===== src/rtl/galaga_lib.sv =====
// Shared constants and state type for the enemy-ship schedule path.
package galaga_lib;

    localparam int unsigned NM          = 8;
    localparam int unsigned ENEMY_N     = 8;
    localparam int unsigned HOLD_FRAMES = 16;
    localparam int unsigned MIN_HOLD    = 4;
    localparam int unsigned START_DELAY = 60;

    localparam int unsigned IDX_W    = 10;
    localparam int unsigned WAVE_W   = 4;
    localparam int unsigned WAVE_MAX = 15;
    localparam int unsigned HOLD_W   = 6;
    localparam int unsigned INTRO_W  = 6;

    typedef enum logic [1:0] {
        S_IDLE  = 2'd0,
        S_INTRO = 2'd1,
        S_RUN   = 2'd2,
        S_CLEAR = 2'd3
    } esched_state_e;

endpackage


===== src/rtl/esched_step_timer.sv =====
// Per-entry hold timer and wrap-around schedule index.
//   frame_clk, Reset : clock and synchronous active-high reset
//   en               : advance the hold counter this frame
//   clr              : force hold counter and index to 0 (wins over en)
//   wave_num         : current wave, sets the per-entry hold length
//   index            : registered schedule index, 0..NM-1
//   step_c           : combinational pulse on the frame the index advances
module esched_step_timer
    import galaga_lib::*;
(
    input  logic              frame_clk,
    input  logic              Reset,
    input  logic              en,
    input  logic              clr,
    input  logic [WAVE_W-1:0] wave_num,
    output logic [IDX_W-1:0]  index,
    output logic              step_c
);

    logic [HOLD_W-1:0] hold_q, hold_d;
    logic [IDX_W-1:0]  index_q, index_d;
    logic [HOLD_W-1:0] dbl_wave_c;
    logic [HOLD_W-1:0] cur_hold_c;

    // cur_hold = max(HOLD_FRAMES - 2*wave, MIN_HOLD), clamped before subtracting
    always_comb begin
        dbl_wave_c = {1'b0, wave_num, 1'b0};
        if (dbl_wave_c >= HOLD_W'(HOLD_FRAMES - MIN_HOLD))
            cur_hold_c = HOLD_W'(MIN_HOLD);
        else
            cur_hold_c = HOLD_W'(HOLD_FRAMES) - dbl_wave_c;
    end

    assign step_c = en && !clr && (hold_q == cur_hold_c - HOLD_W'(1));

    // Hold counter and index next-state
    always_comb begin
        hold_d  = hold_q;
        index_d = index_q;
        if (clr) begin
            hold_d  = '0;
            index_d = '0;
        end else if (step_c) begin
            hold_d  = '0;
            index_d = (index_q == IDX_W'(NM - 1)) ? '0 : index_q + IDX_W'(1);
        end else if (en) begin
            hold_d  = hold_q + HOLD_W'(1);
        end
    end

    always_ff @(posedge frame_clk) begin
        if (Reset) begin
            hold_q  <= '0;
            index_q <= '0;
        end else begin
            hold_q  <= hold_d;
            index_q <= index_d;
        end
    end

    assign index = index_q;

endmodule


===== src/rtl/esched_ctrl.sv =====
// Enemy-ship schedule sequencer: idle, intro delay, running schedule, wave clear.
//   frame_clk, Reset : frame clock and synchronous active-high reset
//   game_start       : start request, honoured only in IDLE
//   pause            : freezes schedule progress in RUN
//   alive_mask       : per-enemy alive flags; all-zero clears the wave
//   ESchedCtr        : schedule index for the location stages
//   sched_active     : high while the schedule runs
//   wave_num         : current wave, saturating at 15
//   wave_done        : one-frame pulse when a wave is cleared
module esched_ctrl
    import galaga_lib::*;
(
    input  logic               frame_clk,
    input  logic               Reset,
    input  logic               game_start,
    input  logic               pause,
    input  logic [ENEMY_N-1:0] alive_mask,
    output logic [IDX_W-1:0]   ESchedCtr,
    output logic               sched_active,
    output logic [WAVE_W-1:0]  wave_num,
    output logic               wave_done
);

    esched_state_e      state_q, state_d;
    logic [INTRO_W-1:0] intro_cnt_q, intro_cnt_d;
    logic [WAVE_W-1:0]  wave_num_q, wave_num_d;
    logic               sched_active_q, sched_active_d;
    logic               wave_done_q, wave_done_d;
    logic               timer_en_c;
    logic               timer_clr_c;
    logic               step_unused_c;

    // Next-state and registered-output decode
    always_comb begin
        state_d        = state_q;
        intro_cnt_d    = intro_cnt_q;
        wave_num_d     = wave_num_q;
        case (state_q)
            S_IDLE: begin
                if (game_start) begin
                    state_d     = S_INTRO;
                    intro_cnt_d = '0;
                end
            end
            S_INTRO: begin
                if (intro_cnt_q == INTRO_W'(START_DELAY - 1)) begin
                    state_d     = S_RUN;
                    intro_cnt_d = '0;
                end else begin
                    intro_cnt_d = intro_cnt_q + INTRO_W'(1);
                end
            end
            S_RUN: begin
                // Empty mask wins over pause and any step in the same frame
                if (alive_mask == '0) begin
                    state_d    = S_CLEAR;
                    wave_num_d = (wave_num_q == WAVE_W'(WAVE_MAX)) ? wave_num_q
                                                                    : wave_num_q + WAVE_W'(1);
                end
            end
            S_CLEAR: begin
                state_d     = S_INTRO;
                intro_cnt_d = '0;
            end
            default: state_d = S_IDLE;
        endcase
        sched_active_d = (state_d == S_RUN);
        wave_done_d    = (state_d == S_CLEAR);
    end

    // Timer advances only on RUN frames that stay in RUN; anything else parks it at 0
    assign timer_en_c  = (state_q == S_RUN) && (state_d == S_RUN) && !pause;
    assign timer_clr_c = (state_d != S_RUN);

    always_ff @(posedge frame_clk) begin
        if (Reset) begin
            state_q        <= S_IDLE;
            intro_cnt_q    <= '0;
            wave_num_q     <= '0;
            sched_active_q <= 1'b0;
            wave_done_q    <= 1'b0;
        end else begin
            state_q        <= state_d;
            intro_cnt_q    <= intro_cnt_d;
            wave_num_q     <= wave_num_d;
            sched_active_q <= sched_active_d;
            wave_done_q    <= wave_done_d;
        end
    end

    esched_step_timer u_step_timer (
        .frame_clk (frame_clk),
        .Reset     (Reset),
        .en        (timer_en_c),
        .clr       (timer_clr_c),
        .wave_num  (wave_num_q),
        .index     (ESchedCtr),
        .step_c    (step_unused_c)
    );

    assign sched_active = sched_active_q;
    assign wave_num     = wave_num_q;
    assign wave_done    = wave_done_q;

endmodule


===== config.mk =====
export PLATFORM = sky130hd
export DESIGN_NAME = esched_ctrl
export DESIGN_NICKNAME = d
export VERILOG_FILES = /design/src/rtl/galaga_lib.sv /design/src/rtl/esched_step_timer.sv /design/src/rtl/esched_ctrl.sv
export SDC_FILE = /design/constraint.sdc
export NUM_CORES = 1
export LEC_CHECK = 0
export ABC_AREA = 1
export BUFFER_PORTS_ARGS = -buffer_cell sky130_fd_sc_hd__buf_2
export CELL_PAD_IN_SITES_DETAIL_PLACEMENT = 0
export CELL_PAD_IN_SITES_GLOBAL_PLACEMENT = 1
export CORE_MARGIN = 3
export CORE_UTILIZATION = 36
export DETAILED_ROUTE_END_ITERATION = 16
export MAX_ROUTING_LAYER = met4
export PLACE_DENSITY = 0.78
export SYNTH_ARGS = -nofsm -noshare
export SYNTH_HDL_FRONTEND = slang
export SYNTH_HIERARCHICAL = 1
export SYNTH_SLANG_ARGS = --single-unit

===== constraint.sdc =====
create_clock -name frame_clk -period 1.87 [get_ports frame_clk]
set_input_delay 0.187 -clock frame_clk [delete_from_list [all_inputs] [get_ports frame_clk]]
set_output_delay 0.187 -clock frame_clk [all_outputs]
set_load 0.05 [all_outputs]

==> Yosys cells after proc, flatten, opt, wreduce, memory -nomap -nowiden <==
Index checks and enable logic that the tools add are counted.
{ "op_classes": {"addsub": 6, "muxes": 9, "order_cmp": 1, "bitwise_logic": 1, "n_reduce_logical": 13, "eq_ne": 11} }
{ "op_table": {"columns": ["cell", "n"], "rows": [
  ["$mux 6", 3],
  ["$pmux 6 s3", 1],
  ["$add 6x1->6 const B", 2],
  ["$add 10x1->10 const B", 1],
  ["$eq 10x3->1 const B", 1],
  ["$mux 10", 1],
  ["$eq 2x2->1 const B", 4],
  ["$logic_not 8->1", 1],
  ["$pmux 2 s4", 1],
  ["$eq 6x6->1", 1],
  ["$eq 6x6->1 const B", 1],
  ["$mux 2", 3],
  ["$sub 5x5->6 const A", 1],
  ["$sub 6x1->6 const B", 1],
  ["$ge 5x4->1 const B", 1],
  ["$add 4x1->4 const B", 1],
  ["$eq 4x4->1 const B", 1],
  ["$logic_and 1x1->1", 4],
  ["$ne 2x2->1 const B", 2],
  ["$reduce_and 3->1", 1],
  ["$reduce_bool 3->1", 1],
  ["$reduce_or 3->1", 1],
  ["$eq 2x1->1 const B", 1],
  ["$logic_not 1->1", 2],
  ["4 further kinds", 4]
]} }
{ "totals": {"output_inout_bits": 16, "reg_bits": 30, "word_cells": 48, "inputBits": 12} }

==> Longest topological paths before layout <==
Gate-level depths: netlist of run 1.
{ "logic_depth": {"ltp_word": 9, "ltp_mapped": 18, "mapped_depth_nobuf": 18} }

==> Hierarchy <==
Netlist of run 1, hierarchy kept.
{ "by_module_without_submodules": {"columns": ["mod", "instances", "area_per_inst_um2", "cells_per_inst", "seq_area_each_um2"], "rows": [
  ["esched_step_timer", 1, 1141.1, 169, 320.3],
  ["esched_ctrl", 1, 747.0, 110, 280.3]
]} }

==> Worst setup path after synthesis of run 1 <==
Ideal clock, no wire load.
{ "synth_path": {"path_type": "flip-flop to flip-flop", "from": "register wave_num_q[0], in the netlist wave_num[0]", "to": "register u_step_timer.index_q[8], in the netlist u_step_timer/index[8]", "setup_slack_ns": -0.367, "setup_ns": 0.120, "t_arrival_ns": 2.117, "stages_incl_launch_ff": 12, "path_buffers": 1, "period_less_slack_ns": 2.237, "required_time_ns": 1.750, "cell_sequence": "dfxtp_1 inv_2 ha_1 nor2_1 nand4_2 nand2_1 nand2_1 nand2_4 nand3_4 buf_6 nand2_1 a21oi_1"} }
{ "synth_via": {"elab_chain_len": 5, "elab_cells_between_ends": 6} }
{ "synth_lines": {"columns": ["item", "line_no", "source"], "rows": [
  ["start, declared", "esched_ctrl.sv:26", "logic [WAVE_W-1:0] wave_num_q, wave_num_d;"],
  ["start signal, assigned", "esched_ctrl.sv:85", "wave_num_q <= wave_num_d;"],
  ["$sub 5x5->6 or $ge 5x4->1 (tied branches)", "esched_step_timer.sv:31, esched_step_timer.sv:28", null],
  ["$mux 6 *", "esched_step_timer.sv:28", "if (dbl_wave_c >= HOLD_W'(HOLD_FRAMES - MIN_HOLD))"],
  ["$sub 6x1->6 *", "esched_step_timer.sv:34", "assign step_c = en && !clr && (hold_q == cur_hold_c - HOLD_W'(1));"],
  ["$eq 6x6->1 *", "esched_step_timer.sv:34", null],
  ["$logic_and 1x1->1 *", "esched_step_timer.sv:34", null],
  ["end signal, assigned", "esched_step_timer.sv:57", "index_q <= index_d;"],
  ["end, declared", "esched_step_timer.sv:21", "logic [IDX_W-1:0] index_q, index_d;"]
]} }
Mark *: on every way between the ends. The rest lies on a longest branch, timed or not.
A chain may end at the register's enable or synchronous reset.

==> Worst setup path after layout of run 1 <==
{ "layout_path": {"from": "register intro_cnt_q[0]", "to": "register u_step_timer.index_q[5], in the netlist u_step_timer/index[5]"} }
{ "layout_via": {"elab_cells_between_ends": 11} }
{ "layout_lines": {"columns": ["item", "line_no", "source"], "rows": [
  ["start, declared", "esched_ctrl.sv:25", "logic [INTRO_W-1:0] intro_cnt_q, intro_cnt_d;"],
  ["start signal, assigned", "esched_ctrl.sv:84", "intro_cnt_q <= intro_cnt_d;"],
  ["$eq 6x6->1 *", "esched_ctrl.sv:46", "if (intro_cnt_q == INTRO_W'(START_DELAY - 1)) begin"],
  ["$mux 2 *", "esched_ctrl.sv:46", null],
  ["$pmux 2 s4 *", "esched_ctrl.sv:38", "case (state_q)"],
  ["$ne 2x2->1 *", "esched_ctrl.sv:73", "assign timer_clr_c = (state_d != S_RUN);"],
  ["via timer_clr_c", "esched_ctrl.sv:30", "logic timer_clr_c;"],
  ["$logic_not 1->1", "esched_step_timer.sv:34", null],
  ["$logic_and 1x1->1 (2 in a row)", "esched_step_timer.sv:34", null]
]} }
Mark *: on every way through the listed nets, which the timed path passes. The rest lies on a longest branch.

==> summary.md, run 1 <==
| Metric | Value |
|---|---|
| Hold Path Class | in -> reg |
| Final period utilization | 107% |
| Vias | 1,873 |
| Setup WS pre-CTS | -0.101 ns |
| CP Data Arrival Time | 2.20 ns |
| Share of cells above drive strength 1 | 36.8% |
| Initial antenna violation count | 0 |
| H-tree depth | 2 |
| Post-synthesis sequential area ratio | 31.8% |
| R2R Setup Slk | -0.14 ns |
| Hold path start | Reset |
| Mapped Nets | 297 |
| Most frequent cells in the layout | 55 x nand2_1, 39 x nor2_1, 35 x buf_4, 33 x inv_1, 27 x buf_2 |
| Setup Skew | 0.00928 ns |
| IO Pins | 28 |
| RR Endpoint | u_step_timer/index[5]$_SDFFE_PP0P_ |
| Setup crit start kind | flip-flop |
| I/O Buffers | 27 |
| Die X | 78.4 um |
| R2R cell count | 16 |
| Global Route Usage Sum | 16.3% |
| Root Driver | clkbuf_8 |
| Die height | 78.4 um |
| Num CTS Buffers | 5 |
| RD Place Congestion | 0.792 |
| WHS Path Cells | 2 |
| Clk sink count | 30 |
| Die ar. | 6150 um2 |
| Final WS setup | -0.135 ns |
| Post-route DRC | 0 |
| Post-Route WL | 4330 um |
| Placed Area | 2360 um2 |
| Vias per inst | 4.46 |
| Clk_lat worst skew | 0.28 ns |
| CP max FO | 4 |
| Worst path max stage delay | 0.35 ns |
| Hold Path End | state_q[0]$_SDFF_PP0_ |
| Max-cap viol count | 0 |
| Largest net degree at the start of global routing | 10 |
| First-pass GRT wire length | 7820 um |
| CP dominant cell by count | nor2_2 |
| Cell area after synthesis | 1890 um2 |
| Drt wl/cell | 10.3 um |
| Core Util, Final | 53.0% |
| Mean post-synth cell area | 6.77 um2 |
| Antenna diodes | 0 |
| Worst Path Required | 2.07 ns |
| Top routing layer used | met4 |
| Top Family by Delay on Critical Path | simple AND/OR/NAND/NOR gates |
| Non-filler cells, final | 420 |
| M1 WL | 2130 um |
| Crit path cell chain | ha_4 -> nand3_2 -> nor2_2 -> nor2_2 -> nor2_2 -> nand3_2 -> nor2_2 -> nand2_1 -> nor2_1 -> nand2_1 -> nor2_4 -> nand3_2 -> nor2_4 -> buf_6 -> nand3_1 -> a21oi_1 |
| Tmin final | 2.01 ns |
| Hold WS | 0.168 ns |
| Kind of critical path | reg -> reg |
| #FFs+latches synth | 30 |
| Num rows | 25 |
| Placed cells | 403 |
| Pwr dens | 470 nW/um2 |
| Max-slew violations | 0 |
| Commonest non-fill, non-tap cell in the layout | nand2_1 |
| Vias in the first global route | 1,795 |
| Netlist cell types | 28 |
| Post-synthesis async set-or-reset flop share | 0% |
| Worst Tran Pin Value | 0.309 ns |
| GRT overflow | 0 |
| Pwr Total | 1.22 mW |
| Endpoint type of the worst setup path | flip-flop |
| Setup TNS | -0.887 ns |
| Peak supply drop | 0.295 mV |
| CTS tree | built |
| Slew headroom | 79.2% |
| Core footprint | 4880 um2 |
| Reg clk slew, reported paths | 0.07 ns |
| FF-to-FF Start | intro_cnt_q[0]$_SDFFE_PP0P_ |
| RSZ-0062 raised after global routing | yes |
| # setup viols final | 14 |
| Fmax | 499 MHz |
| Number of synthesized flops with an enable pin | 0 |
| Worst-case clock buffer depth | 2 |
| Starting Density | 38.7% |
| Fin. Hold Viols | 0 |
| Yosys warns | 6 |
| Failing checks | setup timing |
| P_leak | 1.14 nW |
| Fin nets | 370 |
| # hold bufs at CTS | 0 |
| Buf/Inv on CP | 1 |
| DR pass1 iterations | 4 |
| Commonest register cell after synthesis | dfxtp_1 |
| Remaining antenna violation count | 0 |
| Routed wl met2 | 1980 um |
| Post-Synthesis Cells | 279 |
| Final instance area | 2590 um2 |
| CP max-delay cell | dfxtp_2 |
| Area Overhead vs Synth | 37.0% |
| DP Wirelength | 3210 um |
| Iter 0 DRT Violations | 45 |
| Status | complete, but fails checks |
| Met3 routed WL | 127 um |
| Fillcell total | 503 |
[worst max-delay path by stage]
stage	from	endpoint	slack, ns	cells past startpoint
4_1_cts	intro_cnt_q[0]$_SDFFE_PP0P_	u_step_timer/index[4]$_SDFFE_PP0P_	-0.11	16
3_5_place_dp	intro_cnt_q[0]$_SDFFE_PP0P_	u_step_timer/index[0]$_SDFFE_PP0P_	-0.10	17
3_3_place_gp	intro_cnt_q[0]$_SDFFE_PP0P_	u_step_timer/index[1]$_SDFFE_PP0P_	-0.08	18
6_report	intro_cnt_q[0]$_SDFFE_PP0P_	u_step_timer/index[5]$_SDFFE_PP0P_	-0.14	16
5_1_grt	intro_cnt_q[0]$_SDFFE_PP0P_	u_step_timer/index[5]$_SDFFE_PP0P_	-0.40	16
2_1_floorplan	intro_cnt_q[1]$_SDFFE_PP0P_	u_step_timer/index[4]$_SDFFE_PP0P_	-0.1	17
[cell families (layout without fill, tap and decap cells)]
kind of cell    after synthesis  count (layout)  synth area share [%]
buf+inv                      44             118                  9.21
simple gates                165             165                  42.8
xor+xnor                     13              13                  6.03
flops                        30              30                  31.8
fa+ha+maj                     6               6                  3.98
compound gates               21              21                  6.16
[cells in the mapped netlist (3+ instances only)]
cell | instances | area [um2]
a21oi_1 | 16 | 80.1
ha_1 | 6 | 75.1
inv_1 | 33 | 124
nor2_1 | 40 | 150
inv_2 | 7 | 26.3
xor2_1 | 13 | 114
nand2_1 | 57 | 214
nor2_4 | 4 | 45.0
dfxtp_1 | 30 | 601
nor3_1 | 4 | 20.0
nand3_1 | 32 | 160
nor2_2 | 6 | 37.5
nand4_1 | 5 | 31.3
nand3_2 | 3 | 30.0
nand2_2 | 7 | 43.8
[timing repair]
| item | in CTS | in global routing |
|---|---|---|
| setup endpoints to repair | 16 | 16 |
| cloned | 0 | 0 |
| resized for setup | 9 | 11 |
| pin swaps | 17 | 4 |
| setup buffers | 7 | 2 |
[area by class of cell]
cell class | count | area (um2) | area share (%)
Sequential cell | 30 | 612 | 23.7
Clock buffer | 6 | 72.6 | 2.81
Clock inverter | 2 | 8.76 | 0.339
Timing Repair Buffer | 67 | 454 | 17.6
Tap cell | 67 | 83.8 | 3.24
Multi-Input combinational cell | 205 | 1190 | 46.0
Inverter | 43 | 165 | 6.39
[layer usage]
metal,global-route usage (%),vias to the layer above
met5,-,-
met4,6.99,0
met3,3.78,7
met2,24.6,28
met1,20.9,813
li1,-,1025
[flip-flops by register name, indices dropped and copies added (netlist names)]
signal,flops
u_step_timer/index,10
intro_cnt_q,6
state_q,2
wave_num,4
wave_done,1
u_step_timer/hold_q,6
sched_active,1
[power by group]
| part | switching, mW | leakage [nW] | total, mW | internal, mW |
|---|---|---|---|---|
| clock network | 0.239 | 0.0426 | 0.495 | 0.255 |
| logic | 0.0389 | 0.857 | 0.0770 | 0.0380 |
| registers | 0.00325 | 0.245 | 0.644 | 0.641 |
(Power assumes the default switching activity.)
==> run 2: changes to the inputs <==
--- a/config.mk
+++ b/config.mk
@@ -9,9 +9,9 @@
 export BUFFER_PORTS_ARGS = -buffer_cell sky130_fd_sc_hd__buf_2
 export CELL_PAD_IN_SITES_DETAIL_PLACEMENT = 0
 export CELL_PAD_IN_SITES_GLOBAL_PLACEMENT = 1
-export CORE_MARGIN = 3
 export CORE_UTILIZATION = 36
 export DETAILED_ROUTE_END_ITERATION = 16
+export HOLD_SLACK_MARGIN = 0.03
 export MAX_ROUTING_LAYER = met4
 export PLACE_DENSITY = 0.78
 export SYNTH_ARGS = -nofsm -noshare
==> run 2 against run 1 <==
The run still ends with setup timing left. Register-to-register slack improved by 0.05 ns. Maximum frequency grew 2.8%. Die area down 9.9%. Final area decreased by 2.4%. Critical path depth is 2 lower. Routed wire length down 3.6%. Critical path type unchanged. Highest routed layer unchanged.
==> summary.md, run 2 (synthesized netlist as in run 1, its figures left out) <==
| Metric | Value |
|---|---|
| Die X | 74.4 um (-5.1%) |
| Worst-case clock buffer depth | 2 (unchanged) |
| Vias | 1,904 (+1.7%) |
| Slew headroom | 83.0% (+3.8 points) |
| CP max FO | 8 (+4) |
| Core footprint | 4880 um2 (unchanged) |
| Setup Skew | 0.00671 ns (-0.00257 ns) |
| GRT overflow | 0 (unchanged) |
| Die height | 74.4 um (-5.1%) |
| Commonest non-fill, non-tap cell in the layout | nand2_1 |
| RSZ-0062 raised after global routing | yes |
| Failing checks | setup timing |
| Max-slew violations | 0 (unchanged) |
| # setup viols final | 11 (-3) |
| Final WS setup | -0.0806 ns (+0.0546 ns) |
| Peak supply drop | 0.251 mV (-15%) |
| Vias per inst | 4.59 (+2.9%) |
| P_leak | 1.11 nW (-2.6%) |
| Non-filler cells, final | 415 (-1.2%) |
| Setup WS pre-CTS | -0.115 ns (-0.0146 ns) |
| Share of cells above drive strength 1 | 35.1% (-1.8 points) |
| DR pass1 iterations | 4 (unchanged) |
| DP Wirelength | 3150 um (-1.8%) |
| Hold Path Class | in -> reg |
| Placed cells | 403 (unchanged) |
| Num CTS Buffers | 5 (unchanged) |
| RD Place Congestion | 0.802 (+1.2%) |
| Tmin final | 1.95 ns (-0.0546 ns) |
| Worst path max stage delay | 0.36 ns (about the same) |
| Crit path cell chain | inv_1 -> nor2_1 -> nand3_2 -> o21ai_2 -> nand3_2 -> nor2_2 -> nand2_1 -> nor2_1 -> nand2_1 -> nor2_4 -> nand3_2 -> nor2_4 -> nand3_1 -> a21oi_2 |
| Num rows | 25 (unchanged) |
| # hold bufs at CTS | 0 (unchanged) |
| Fmax | 513 MHz (+2.8%) |
| Worst Tran Pin Value | 0.253 ns (-0.0566 ns) |
| Hold WS | 0.186 ns (+0.0184 ns) |
| Clk_lat worst skew | 0.28 ns (about the same) |
| CP Data Arrival Time | 2.16 ns (-0.04 ns) |
| Iter 0 DRT Violations | 43 (-4.4%) |
| Remaining antenna violation count | 0 (unchanged) |
| Fin. Hold Viols | 0 (unchanged) |
| Root Driver | clkbuf_8 |
| Worst Path Required | 2.08 ns (about the same) |
| Top Family by Delay on Critical Path | simple AND/OR/NAND/NOR gates |
| I/O Buffers | 27 (unchanged) |
| Status | complete, but fails checks |
| Setup crit start kind | flip-flop |
| Buf/Inv on CP | 1 (unchanged) |
| Largest net degree at the start of global routing | 10 (unchanged) |
| Final period utilization | 104% (-2.9 points) |
| H-tree depth | 2 (unchanged) |
| Starting Density | 38.7% (unchanged) |
| Die ar. | 5540 um2 (-9.9%) |
| Drt wl/cell | 10.1 um (-2.4%) |
| Endpoint type of the worst setup path | flip-flop |
| Vias in the first global route | 1,679 (-6.5%) |
| Post-Route WL | 4180 um (-3.6%) |
| Area Overhead vs Synth | 33.7% |
| Most frequent cells in the layout | 56 x nand2_1, 36 x nor2_1, 33 x inv_1, 33 x buf_4, 29 x nand3_1 |
| CTS tree | built |
| Kind of critical path | reg -> reg |
| Pwr Total | 1.25 mW (+3.0%) |
| Reg clk slew, reported paths | 0.07 ns (about the same) |
| Max reg flops | 10 (unchanged) |
| Post-route DRC | 0 (unchanged) |
| CP max-delay cell | dfxtp_2 |
| Max-cap viol count | 0 (unchanged) |
| IO Pins | 28 (unchanged) |
| Initial antenna violation count | 0 (unchanged) |
| Clk sink count | 30 (unchanged) |
| Pwr dens | 496 nW/um2 (+5.5%) |
| Global Route Usage Sum | 17.5% (+1.2 points) |
| Fin nets | 365 (-1.4%) |
| Antenna diodes | 0 (unchanged) |
| First-pass GRT wire length | 7220 um (-7.7%) |
| CP dominant cell by count | nand3_2 |
run 2: repair_timing:
item,4_1_cts,5_1_grt
pin swaps,4,2
setup buffers,3,1
resized for setup,2,10
setup endpoints to repair,16,16
run 2: area by class of cell:
type | count | area, um2
Fill cell | 512 | 2350
Multi-Input combinational cell | 205 | 1170
Sequential cell | 30 | 612
Timing Repair Buffer | 62 | 405
Inverter | 43 | 163
Clock buffer | 7 | 86.3
Tap cell | 67 | 83.8
Clock inverter | 1 | 5.00
run 2: per-layer routing:
| metal | track usage, % | vias to the layer above | routed length (um) | share of wire [%] |
|---|---|---|---|---|
| met5 | - | - | 0 | 0 |
| met4 | 7.13 | 0 | 57 | 1.4 |
| met3 | 4.34 | 4 | 123 | 2.9 |
| met2 | 25.1 | 28 | 1840 | 44 |
| met1 | 23.3 | 856 | 2160 | 52 |
| li1 | - | 1016 | - | - |
run 2: path summary, 6_finish.rpt:
path	from	to	slack, ns	cells past startpoint
worst max-delay path	intro_cnt_q[5]$_SDFFE_PP0P_	u_step_timer/index[4]$_SDFFE_PP0P_	-0.08	14
worst min-delay path	Reset	state_q[0]$_SDFF_PP0_	0.19	2
worst max register to register	intro_cnt_q[5]$_SDFFE_PP0P_	u_step_timer/index[4]$_SDFFE_PP0P_	-0.08	14
worst min register to register	u_step_timer/index[8]$_SDFFE_PP0P_	u_step_timer/index[8]$_SDFFE_PP0P_	0.51	2
run 2: through the flow:
step	utilization, %	instance area [um2]	setup TNS, ns
after floorplan	-	1920	-0.983
after global placement	48.4	2360	-1.04
after detailed placement	48.4	2360	-1.36
after CTS	50.9	2480	-0.406
after global routing	51.7	2520	-2.77
final	51.7	2520	-0.497
run 2: power by group:
group / internal, mW / switching, mW
combinational: 0.0357 / 0.0380
sequential: 0.641 / 0.00332
clock: 0.296 / 0.238
